## src/rtl/clk_div_ctrl.sv

```systemverilog
// Sequencer for the shared clock divider: runs it for a requested number of div_clk toggles, then guards in IDLE mode.
// Registered outputs, one cycle after the deciding edge; req_ready is low for the whole run, so requests wait.
module clk_div_ctrl #(
  parameter int CNT_W        = 16,
  parameter int GUARD_CYCLES = 2,
  parameter int WDOG_W       = 25
) (
  input  logic             clk,
  input  logic             rst,
  input  logic             req_valid,
  output logic             req_ready,
  input  logic [1:0]       req_mode,
  input  logic [CNT_W-1:0] req_toggles,
  input  logic             abort,
  input  logic             div_clk,
  output logic [1:0]       div_mod,
  output logic             div_rst,
  output logic             busy,
  output logic             done,
  output logic             aborted,
  output logic             timeout,
  output logic             err,
  output logic [CNT_W-1:0] toggle_cnt
);

  localparam int GW = (GUARD_CYCLES > 1) ? $clog2(GUARD_CYCLES) : 1;
  localparam logic [GW-1:0] GUARD_LAST = GW'(GUARD_CYCLES - 1);

  typedef enum logic [1:0] {IDLE, START, RUN, STOP} state_t;

  state_t            state, state_nxt;
  logic [1:0]        mode_q;
  logic [CNT_W-1:0]  target;
  logic [CNT_W:0]    cnt_inc;
  logic [WDOG_W-1:0] wdog, wdog_inc;
  logic [GW-1:0]     guard_cnt;
  logic              div_clk_q, div_edge;
  logic              accept, mode_ok, req_zero, hit, wdog_exp;
  logic              req_ready_nxt, busy_nxt, div_rst_nxt, done_nxt, err_nxt;
  logic [1:0]        div_mod_nxt;

  assign accept   = req_valid & req_ready;
  assign mode_ok  = (req_mode == 2'd1) || (req_mode == 2'd2);
  assign req_zero = (req_toggles == '0);
  assign div_edge = div_clk ^ div_clk_q;
  // Extra bit so an all-ones target compares without wrapping.
  assign cnt_inc  = {1'b0, toggle_cnt} + (CNT_W+1)'(1);
  assign hit      = div_edge && (cnt_inc == {1'b0, target});
  assign wdog_inc = (&wdog) ? wdog : wdog + WDOG_W'(1);
  assign wdog_exp = !div_edge && (&wdog_inc);

  always_ff @(posedge clk or posedge rst) begin
    if (rst) begin
      state     <= IDLE;
      req_ready <= 1'b1;
      div_mod   <= 2'd0;
      div_rst   <= 1'b1;
      busy      <= 1'b0;
      done      <= 1'b0;
      err       <= 1'b0;
    end else begin
      state     <= state_nxt;
      req_ready <= req_ready_nxt;
      div_mod   <= div_mod_nxt;
      div_rst   <= div_rst_nxt;
      busy      <= busy_nxt;
      done      <= done_nxt;
      err       <= err_nxt;
    end
  end

  always_comb begin
    state_nxt = state;
    case (state)
      IDLE:    if (accept && mode_ok && !req_zero) state_nxt = START;
      START:   state_nxt = abort ? STOP : RUN;
      RUN:     if (hit || abort || wdog_exp) state_nxt = STOP;
      STOP:    if (guard_cnt == GUARD_LAST) state_nxt = IDLE;
      default: state_nxt = IDLE;
    endcase
  end

  // Outputs are computed from the next state so they line up with the state register.
  always_comb begin
    req_ready_nxt = (state_nxt == IDLE);
    busy_nxt      = (state_nxt != IDLE);
    div_rst_nxt   = (state_nxt == START);
    div_mod_nxt   = 2'd0;
    if (state_nxt == START) div_mod_nxt = req_mode;
    else if (state_nxt == RUN) div_mod_nxt = mode_q;
    done_nxt = ((state == STOP) && (state_nxt == IDLE)) ||
               ((state == IDLE) && accept && mode_ok && req_zero);
    err_nxt  = (state == IDLE) && accept && !mode_ok;
  end

  always_ff @(posedge clk or posedge rst) begin
    if (rst) begin
      mode_q     <= 2'd0;
      target     <= '0;
      toggle_cnt <= '0;
      aborted    <= 1'b0;
      timeout    <= 1'b0;
      wdog       <= '0;
      guard_cnt  <= '0;
      div_clk_q  <= 1'b0;
    end else begin
      case (state)
        IDLE: begin
          if (accept && mode_ok) begin
            mode_q     <= req_mode;
            target     <= req_toggles;
            toggle_cnt <= '0;
            aborted    <= 1'b0;
            timeout    <= 1'b0;
            wdog       <= '0;
          end
        end
        START: begin
          div_clk_q <= 1'b0;
          guard_cnt <= '0;
          if (abort) aborted <= 1'b1;
        end
        RUN: begin
          div_clk_q <= div_clk;
          guard_cnt <= '0;
          if (div_edge) begin
            toggle_cnt <= cnt_inc[CNT_W-1:0];
            wdog       <= '0;
          end else begin
            wdog <= wdog_inc;
          end
          // Completion outranks abort, abort outranks the watchdog.
          if (!hit) begin
            if (abort) aborted <= 1'b1;
            else if (wdog_exp) timeout <= 1'b1;
          end
        end
        STOP:    guard_cnt <= guard_cnt + GW'(1);
        default: ;
      endcase
    end
  end

endmodule

```

## config.mk

```make
export PLATFORM = sky130hd
export DESIGN_NAME = clk_div_ctrl
export DESIGN_NICKNAME = d
export VERILOG_FILES = /design/src/rtl/clk_div_ctrl.sv
export SDC_FILE = /design/constraint.sdc
export NUM_CORES = 1
export LEC_CHECK = 0
export ABC_AREA = 1
export ABC_CLOCK_PERIOD_IN_PS = 2570
export BUFFER_PORTS_ARGS = -buffer_cell sky130_fd_sc_hd__buf_4
export CORE_AREA = 2 2 95 97
export CTS_CLUSTER_DIAMETER = 60
export DETAILED_ROUTE_END_ITERATION = 8
export DIE_AREA = 0 0 97 99
export PLACE_DENSITY = 0.75
export SLEW_MARGIN = 20
export SYNTH_ARGS = -nofsm -noshare
export SYNTH_HDL_FRONTEND = slang
export SYNTH_SLANG_ARGS = --single-unit
export TNS_END_PERCENT = 10
```

## constraint.sdc

```tcl
create_clock -name clk -period 2.57 [get_ports clk]
set_clock_uncertainty 0.1 [all_clocks]
set_input_delay 0.1285 -clock clk [delete_from_list [all_inputs] [get_ports clk]]
set_output_delay 0.1285 -clock clk [all_outputs]
set_load 0.005 [all_outputs]
```

# Yosys cells after proc, flatten, opt, wreduce, memory -nomap -nowiden
# Index checks and enable logic that the tools add are counted.
# word_totals
reg_bits,72
input_bits,23
out_inout_bits,25
# op_classes
add_sub_neg,3
eq_ne,13
muxes,24
bitwise,2
reduce_logical,32
# op_table
cell,n
2-to-1 mux 25 bit,3
one-hot mux 25 bit (2 select lines),1
AND reduction 25 bit,2
2-to-1 mux 16 bit,2
one-hot mux 16 bit (2 select lines),1
"adder 25 x 1 -> 25 bit, second input constant",1
"adder 16 x 1 -> 17 bit, second input constant",1
== test 17 x 16 -> 1 bit,1
logical NOT 16 bit,1
2-to-1 mux 2 bit,5
"!= test 2 bit, second input constant",5
logical AND 1 bit,9
"== test 2 bit, second input constant",4
one-hot mux 2 bit (4 select lines),1
nonzero test 2 bit,4
2-to-1 mux 1 bit,7
"== test 2 x 1 -> 1 bit, second input constant",3
one-hot mux 1 bit (2 select lines),3
AND reduction 3 bit,2
AND reduction 5 bit,1
logical NOT 2 bit,2
logical OR 1 bit,4
AND reduction 2 bit,2
logical NOT 1 bit,3
6 further kinds,6

# Depth between registers and ports, before layout
# depth
ltp_word,10
depth_mapped,20

# Worst setup path before layout
# Ideal clock, no wire load.
# synth_timing
kind,reg2reg
from,reg state[0]
to,reg toggle_cnt[10]
setup_ns,0.083
arrival_ns,2.215
t_required_ns,2.387
slack_ns,0.172
path_stages_with_launch,16
path_buffers,1
cell_sequence,dfrtp_1 inv_1 ha_1 inv_1 nor2_1 inv_1 nor2_2 inv_2 o21ai_0 inv_2 nor2_2 inv_2 nor2_1 inv_2 buf_2 o22ai_1
# synth_between
elab_chain_cells,3
elab_cells_between_ends,7
classes_between,3 x eq/ne; 1 x mux; 3 x reduce/logical
# synth_lines
element,line,rtl
"start, declared",31,"state_t state, state_nxt;"
"start signal, assigned",62,state <= state_nxt;
== test 2 bit / logical NOT 2 bit (equally long branches),107,case (state)
!= test 2 bit (no line) / nonzero test 2 bit (equally long branches),n/a,
AND reduction 3 bit (no line),n/a,
"end signal, assigned",127,toggle_cnt <= cnt_inc[CNT_W-1:0];
"end, declared",23,output logic [CNT_W-1:0] toggle_cnt
# Several ways; a longest one is shown, not always the timed one.
# A chain may end at the register's enable or synchronous reset.

# Worst setup path in the final report
# layout_timing
from,reg wdog[1]
to,reg busy
# layout_between
elab_chain_cells,8
elab_cells_between_ends,9
classes_between,1 x add/sub; 3 x mux; 5 x reduce/logical
# layout_lines
element,line,rtl
"start, declared",35,"logic [WDOG_W-1:0] wdog, wdog_inc;"
"start signal, assigned",130,wdog <= wdog_inc;
adder 25 x 1 -> 25 bit / AND reduction 25 bit (equally long branches),49,assign wdog_inc = (&wdog) ? wdog : wdog + WDOG_W'(1);
2-to-1 mux 25 bit (*),49,
AND reduction 25 bit (*),50,assign wdog_exp = !div_edge && (&wdog_inc);
logical AND 1 bit (*),50,
logical OR 1 bit (*),77,RUN: if (hit || abort || wdog_exp) state_nxt = STOP;
2-to-1 mux 2 bit (*),77,
one-hot mux 2 bit (4 select lines) (*),74,case (state)
named net state_nxt[0],31,
nonzero test 2 bit (*),86,busy_nxt = (state_nxt != IDLE);
named net busy_nxt,39,"logic req_ready_nxt, busy_nxt, div_rst_nxt, done_nxt, err_nxt;"
"end signal, assigned",66,busy <= busy_nxt;
"end, declared",18,"output logic busy,"
# The timed path passes the listed nets; every way through them passes the cells marked *.

==> impl_results.html <==
<table>
<tr><th>Metric</th><th>Value</th></tr>
<tr><th colspan="2">Worst setup path</th></tr>
<tr><td>R2R setup slack</td><td>30 ps</td></tr>
<tr><td>Reg2reg start</td><td>wdog[1]</td></tr>
<tr><td>Reg-to-reg endpoint</td><td>busy</td></tr>
<tr><td>WP data arrival</td><td>2700 ps</td></tr>
<tr><td>End point of the critical path</td><td>busy</td></tr>
<tr><td>Max Fanout on Critical Path</td><td>5</td></tr>
<tr><td>First element of the critical path</td><td>wdog[1]</td></tr>
<tr><td>Setup crit end kind</td><td>flop</td></tr>
<tr><td>Critical Path Source Type</td><td>flop</td></tr>
<tr><td>Category of the critical setup timing path</td><td>reg2reg</td></tr>
<tr><td>Worst reg2reg path depth</td><td>16</td></tr>
<tr><td>Data required time of the worst path</td><td>2730 ps</td></tr>
<tr><th colspan="2">Yosys</th></tr>
<tr><td>Cell count after synthesis</td><td>653</td></tr>
<tr><td>Sequential cell area fraction in the yosys report</td><td>40.3%</td></tr>
<tr><td>Top cell types by occurrence after synthesis</td><td>sky130_fd_sc_hd__nand2_1 (237), sky130_fd_sc_hd__nor2_1 (77), sky130_fd_sc_hd__dfrtp_1 (70)</td></tr>
<tr><td>Share of the synthesized area in the top cell type</td><td>39.1%</td></tr>
<tr><td>Prevailing post-synth register cell</td><td>sky130_fd_sc_hd__dfrtp_1</td></tr>
<tr><td>Library cell with the highest instance count after synthesis</td><td>sky130_fd_sc_hd__nand2_1</td></tr>
<tr><td>Average size of a mapped cell</td><td>6.86 sq um</td></tr>
<tr><td>Cell area after synthesis</td><td>4480 sq um</td></tr>
<tr><td>Fraction of registers with async set/reset</td><td>100%</td></tr>
<tr><td>Post-synthesis sequential element count</td><td>72</td></tr>
<tr><td>Top cells by area, synth</td><td>sky130_fd_sc_hd__dfrtp_1 (39%), sky130_fd_sc_hd__nand2_1 (20%), sky130_fd_sc_hd__nor2_1 (6.5%)</td></tr>
<tr><td>Net count after synthesis</td><td>684</td></tr>
<tr><td>Number of distinct library cells after synthesis</td><td>34</td></tr>
<tr><td>Number of flops mapped to enable cells by yosys</td><td>0</td></tr>
<tr><td>Library cell with the largest summed area after synthesis</td><td>sky130_fd_sc_hd__dfrtp_1</td></tr>
<tr><td>Yosys warning count</td><td>0</td></tr>
<tr><th colspan="2">Timing</th></tr>
<tr><td>Final Hold Viols</td><td>0</td></tr>
<tr><td>Hold slack</td><td>90.6 ps</td></tr>
<tr><td>RSZ-0062 raised after global routing</td><td>yes</td></tr>
<tr><td>Worst Setup Slack, final</td><td>32.5 ps</td></tr>
<tr><td>Final-report setup violation count</td><td>0</td></tr>
<tr><td>Normalized max-slew margin</td><td>73.1%</td></tr>
<tr><td>Measured slew at the worst slew-check pin</td><td>399 ps</td></tr>
<tr><td>Final period utilization</td><td>98.7%</td></tr>
<tr><td>Fin crit period</td><td>2540 ps</td></tr>
<tr><td>Upper clock frequency limit</td><td>394 MHz</td></tr>
<tr><td>Summed negative setup slack over all endpoints</td><td>0 ps</td></tr>
<tr><td>Max-slew violation count</td><td>0</td></tr>
<tr><th colspan="2">Placement</th></tr>
<tr><td>Dpl ws</td><td>10.9 ps</td></tr>
<tr><td>Detailed placer's ending HPWL</td><td>9080 microns</td></tr>
<tr><td>Placed Cells incl. Taps</td><td>827</td></tr>
<tr><td>Placement Cell Area</td><td>5150 sq um</td></tr>
<tr><td>Number of buffers added on ports</td><td>47</td></tr>
<tr><td>Final GP Congestion</td><td>0.988</td></tr>
<tr><th colspan="2">Route</th></tr>
<tr><td>Count of unresolved DRC violations after routing</td><td>0</td></tr>
<tr><td>Initial DRT Pass Iterations</td><td>5</td></tr>
<tr><td>Number of design-rule violations left by the first detailed-router iteration</td><td>302</td></tr>
<tr><td>Routed wire length</td><td>13200 microns</td></tr>
<tr><td>Vias post-DR</td><td>4793</td></tr>
<tr><td>WL per Instance</td><td>15.0 microns</td></tr>
<tr><td>Via/cell ratio</td><td>5.46</td></tr>
<tr><td>Antenna violation net count after detailed routing</td><td>0</td></tr>
<tr><th colspan="2">CTS</th></tr>
<tr><td>Inserted Clock Buffers</td><td>9</td></tr>
<tr><td>CTS tree</td><td>done</td></tr>
<tr><td>Reg clk slew, reported paths</td><td>80 ps</td></tr>
<tr><td>Clock root buffer</td><td>sky130_fd_sc_hd__clkbuf_8</td></tr>
<tr><td>Number of sinks driven by the clock tree</td><td>72</td></tr>
<tr><td>Bufs on Longest Clock Path</td><td>2</td></tr>
<tr><td># H-tree levels</td><td>3</td></tr>
<tr><td>Clk_lat worst skew</td><td>360 ps</td></tr>
<tr><th colspan="2">Global route</th></tr>
<tr><td>Total grt overflow</td><td>0</td></tr>
<tr><td>Wire length of the first global-routing pass</td><td>20800 microns</td></tr>
<tr><td>Maximum number of pins on one net before global-route repair</td><td>73</td></tr>
<tr><td>Number of antenna violations at the first check in global routing</td><td>0</td></tr>
<tr><td>Global-route usage over all layers</td><td>26.8%</td></tr>
<tr><td>Vias in the first global route</td><td>4438</td></tr>
<tr><th colspan="2">Floorplanning</th></tr>
<tr><td>Core footprint</td><td>8550 sq um</td></tr>
<tr><td>Starting density of the core</td><td>52.4%</td></tr>
<tr><td>Die W</td><td>97 microns</td></tr>
<tr><td>Number of rows in the core area</td><td>34</td></tr>
<tr><td>DIE HEIGHT</td><td>99 microns</td></tr>
<tr><td>Top-level I/O count</td><td>48</td></tr>
<tr><td>Die Footprint</td><td>9600 sq um</td></tr>
<tr><th colspan="2">Power and ir drop</th></tr>
<tr><td>PwrDens</td><td>713 nW/um^2</td></tr>
<tr><td>Leakage power of the design</td><td>2.77 nW</td></tr>
<tr><td>Total power of the final layout</td><td>4.29 mW</td></tr>
<tr><td>IR drop worst, VDD</td><td>0.000913 V</td></tr>
<tr><th colspan="2">Finish</th></tr>
<tr><td>Fill cell total of the finished layout</td><td>689</td></tr>
<tr><td>Register area</td><td>1810 sq um</td></tr>
<tr><td>Design area</td><td>6010 sq um</td></tr>
<tr><td>Util after Layout</td><td>70.3%</td></tr>
<tr><td>Final layout net count</td><td>796</td></tr>
<tr><td>Non-filler instance count after layout</td><td>878</td></tr>
<tr><td>Area Overhead vs Synth</td><td>34.3%</td></tr>
<tr><td>Number of antenna diodes</td><td>0</td></tr>
<tr><td>Total area of multi-input combinational cells</td><td>2600 sq um</td></tr>
<tr><td>Share of cells above drive strength 1</td><td>24.5%</td></tr>
<tr><th colspan="2">Min path</th></tr>
<tr><td>Worst Hold Launch</td><td>req_valid</td></tr>
<tr><td>Hold WC Path Type</td><td>in2reg</td></tr>
<tr><th colspan="2">Outcome</th></tr>
<tr><td>Run status</td><td>completed</td></tr>
<tr><th colspan="2">Flow run</th></tr>
<tr><td># Max-Cap Violations</td><td>0</td></tr>
</table>
cell families after synthesis:
kind of cell    count (synthesis)  synth area share, %
compound gates                 69                 8.52
fa+ha+maj                       8                 2.24
flops                          72                 40.3
simple gates                  404                 38.5
buf+inv                        84                 7.35
xor+xnor                       16                 3.13
repair_timing:
| action | CTS | global route |
|---|---|---|
| hold endpoints to repair | 91 | 0 |
| gates resized for setup | 1 | 88 |
| setup endpoints to repair | 3 | 25 |
| buffers inserted | 0 | 10 |
| pin swaps | 0 | 25 |
| hold buffers | 21 | 0 |
| cloned | 0 | 4 |
cells in the final DEF, fill, tap and decap left out, types with 11 or more instances in the layout:
cell type | synthesis | routed
sky130_fd_sc_hd__nor2_1 | 77 | 63
sky130_fd_sc_hd__o21ai_0 | 43 | 39
sky130_fd_sc_hd__dlygate4sd3_1 | 0 | 21
sky130_fd_sc_hd__nor2_2 | 5 | 11
sky130_fd_sc_hd__o22ai_1 | 12 | 12
sky130_fd_sc_hd__inv_1 | 66 | 63
sky130_fd_sc_hd__nand3_1 | 50 | 42
sky130_fd_sc_hd__nand2_1 | 237 | 219
sky130_fd_sc_hd__buf_4 | 1 | 82
sky130_fd_sc_hd__dfrtp_1 | 70 | 63
sky130_fd_sc_hd__nand4_1 | 13 | 13
sky130_fd_sc_hd__nand2_2 | 4 | 14
sky130_fd_sc_hd__xor2_1 | 13 | 11
metal layers:
metal | track usage, % | wire (microns) | vias up
met5 | 0 | 0 | -
met4 | 9.53 | 524 | 0
met3 | 5.82 | 740 | 45
met2 | 45.4 | 6450 | 181
met1 | 34.0 | 5490 | 2248
li1 | - | - | 2319
power by group:
part / switching (mW) / total, mW / leakage, nW / internal, mW
Combinational: 1.03 / 1.73 / 1.74 / 0.706
Sequential: 0.216 / 1.62 / 0.938 / 1.40
Clock: 0.481 / 0.935 / 0.0968 / 0.454
Total: 1.72 / 4.29 / 2.77 / 2.56
flip-flops by register name (all words and copies together), names as in the netlist, 2 cells and up:
| register | count |
|---|---|
| div_mod | 2 |
| mode_q | 2 |
| state | 2 |
| target | 16 |
| toggle_cnt | 16 |
| wdog | 25 |
final cells by class:
class / instances / share of cell area [%]
Timing Repair inverter: 1 / 0.125
Multi-Input combinational cell: 497 / 43.3
Clock buffer: 10 / 2.12
Timing Repair Buffer: 111 / 16.3
Tap cell: 108 / 2.25
Inverter: 73 / 4.66
Clock inverter: 6 / 1.14
Sequential cell: 72 / 30.2
critical path: stages, from the launching register on:
cell and delay, ps:
sky130_fd_sc_hd__dfrtp_1 420, sky130_fd_sc_hd__ha_4 190, sky130_fd_sc_hd__nand3_2 130, sky130_fd_sc_hd__buf_4 190, sky130_fd_sc_hd__nor2_1 130, sky130_fd_sc_hd__xor2_1 280, sky130_fd_sc_hd__o21ai_0 190, sky130_fd_sc_hd__nand3_2 110
sky130_fd_sc_hd__nor2_1 50, sky130_fd_sc_hd__nand2_1 70, sky130_fd_sc_hd__nand2_1 60, sky130_fd_sc_hd__nand2_1 80, sky130_fd_sc_hd__nand2_2 110, sky130_fd_sc_hd__nand2_4 140, sky130_fd_sc_hd__clkinv_2 80, sky130_fd_sc_hd__nor2_4 90
sky130_fd_sc_hd__inv_2 30
worst min-delay path by stage:
stage	end	slack (ps)	cells past startpoint
2_1_floorplan	target[10]	150	2
3_5_place_dp	target[8]	150	3
3_3_place_gp	target[8]	150	3
4_1_cts	mode_q[0]	80	5
6_report	mode_q[0]	90	5
5_1_grt	mode_q[0]	120	5
(Power assumes the default switching activity.)
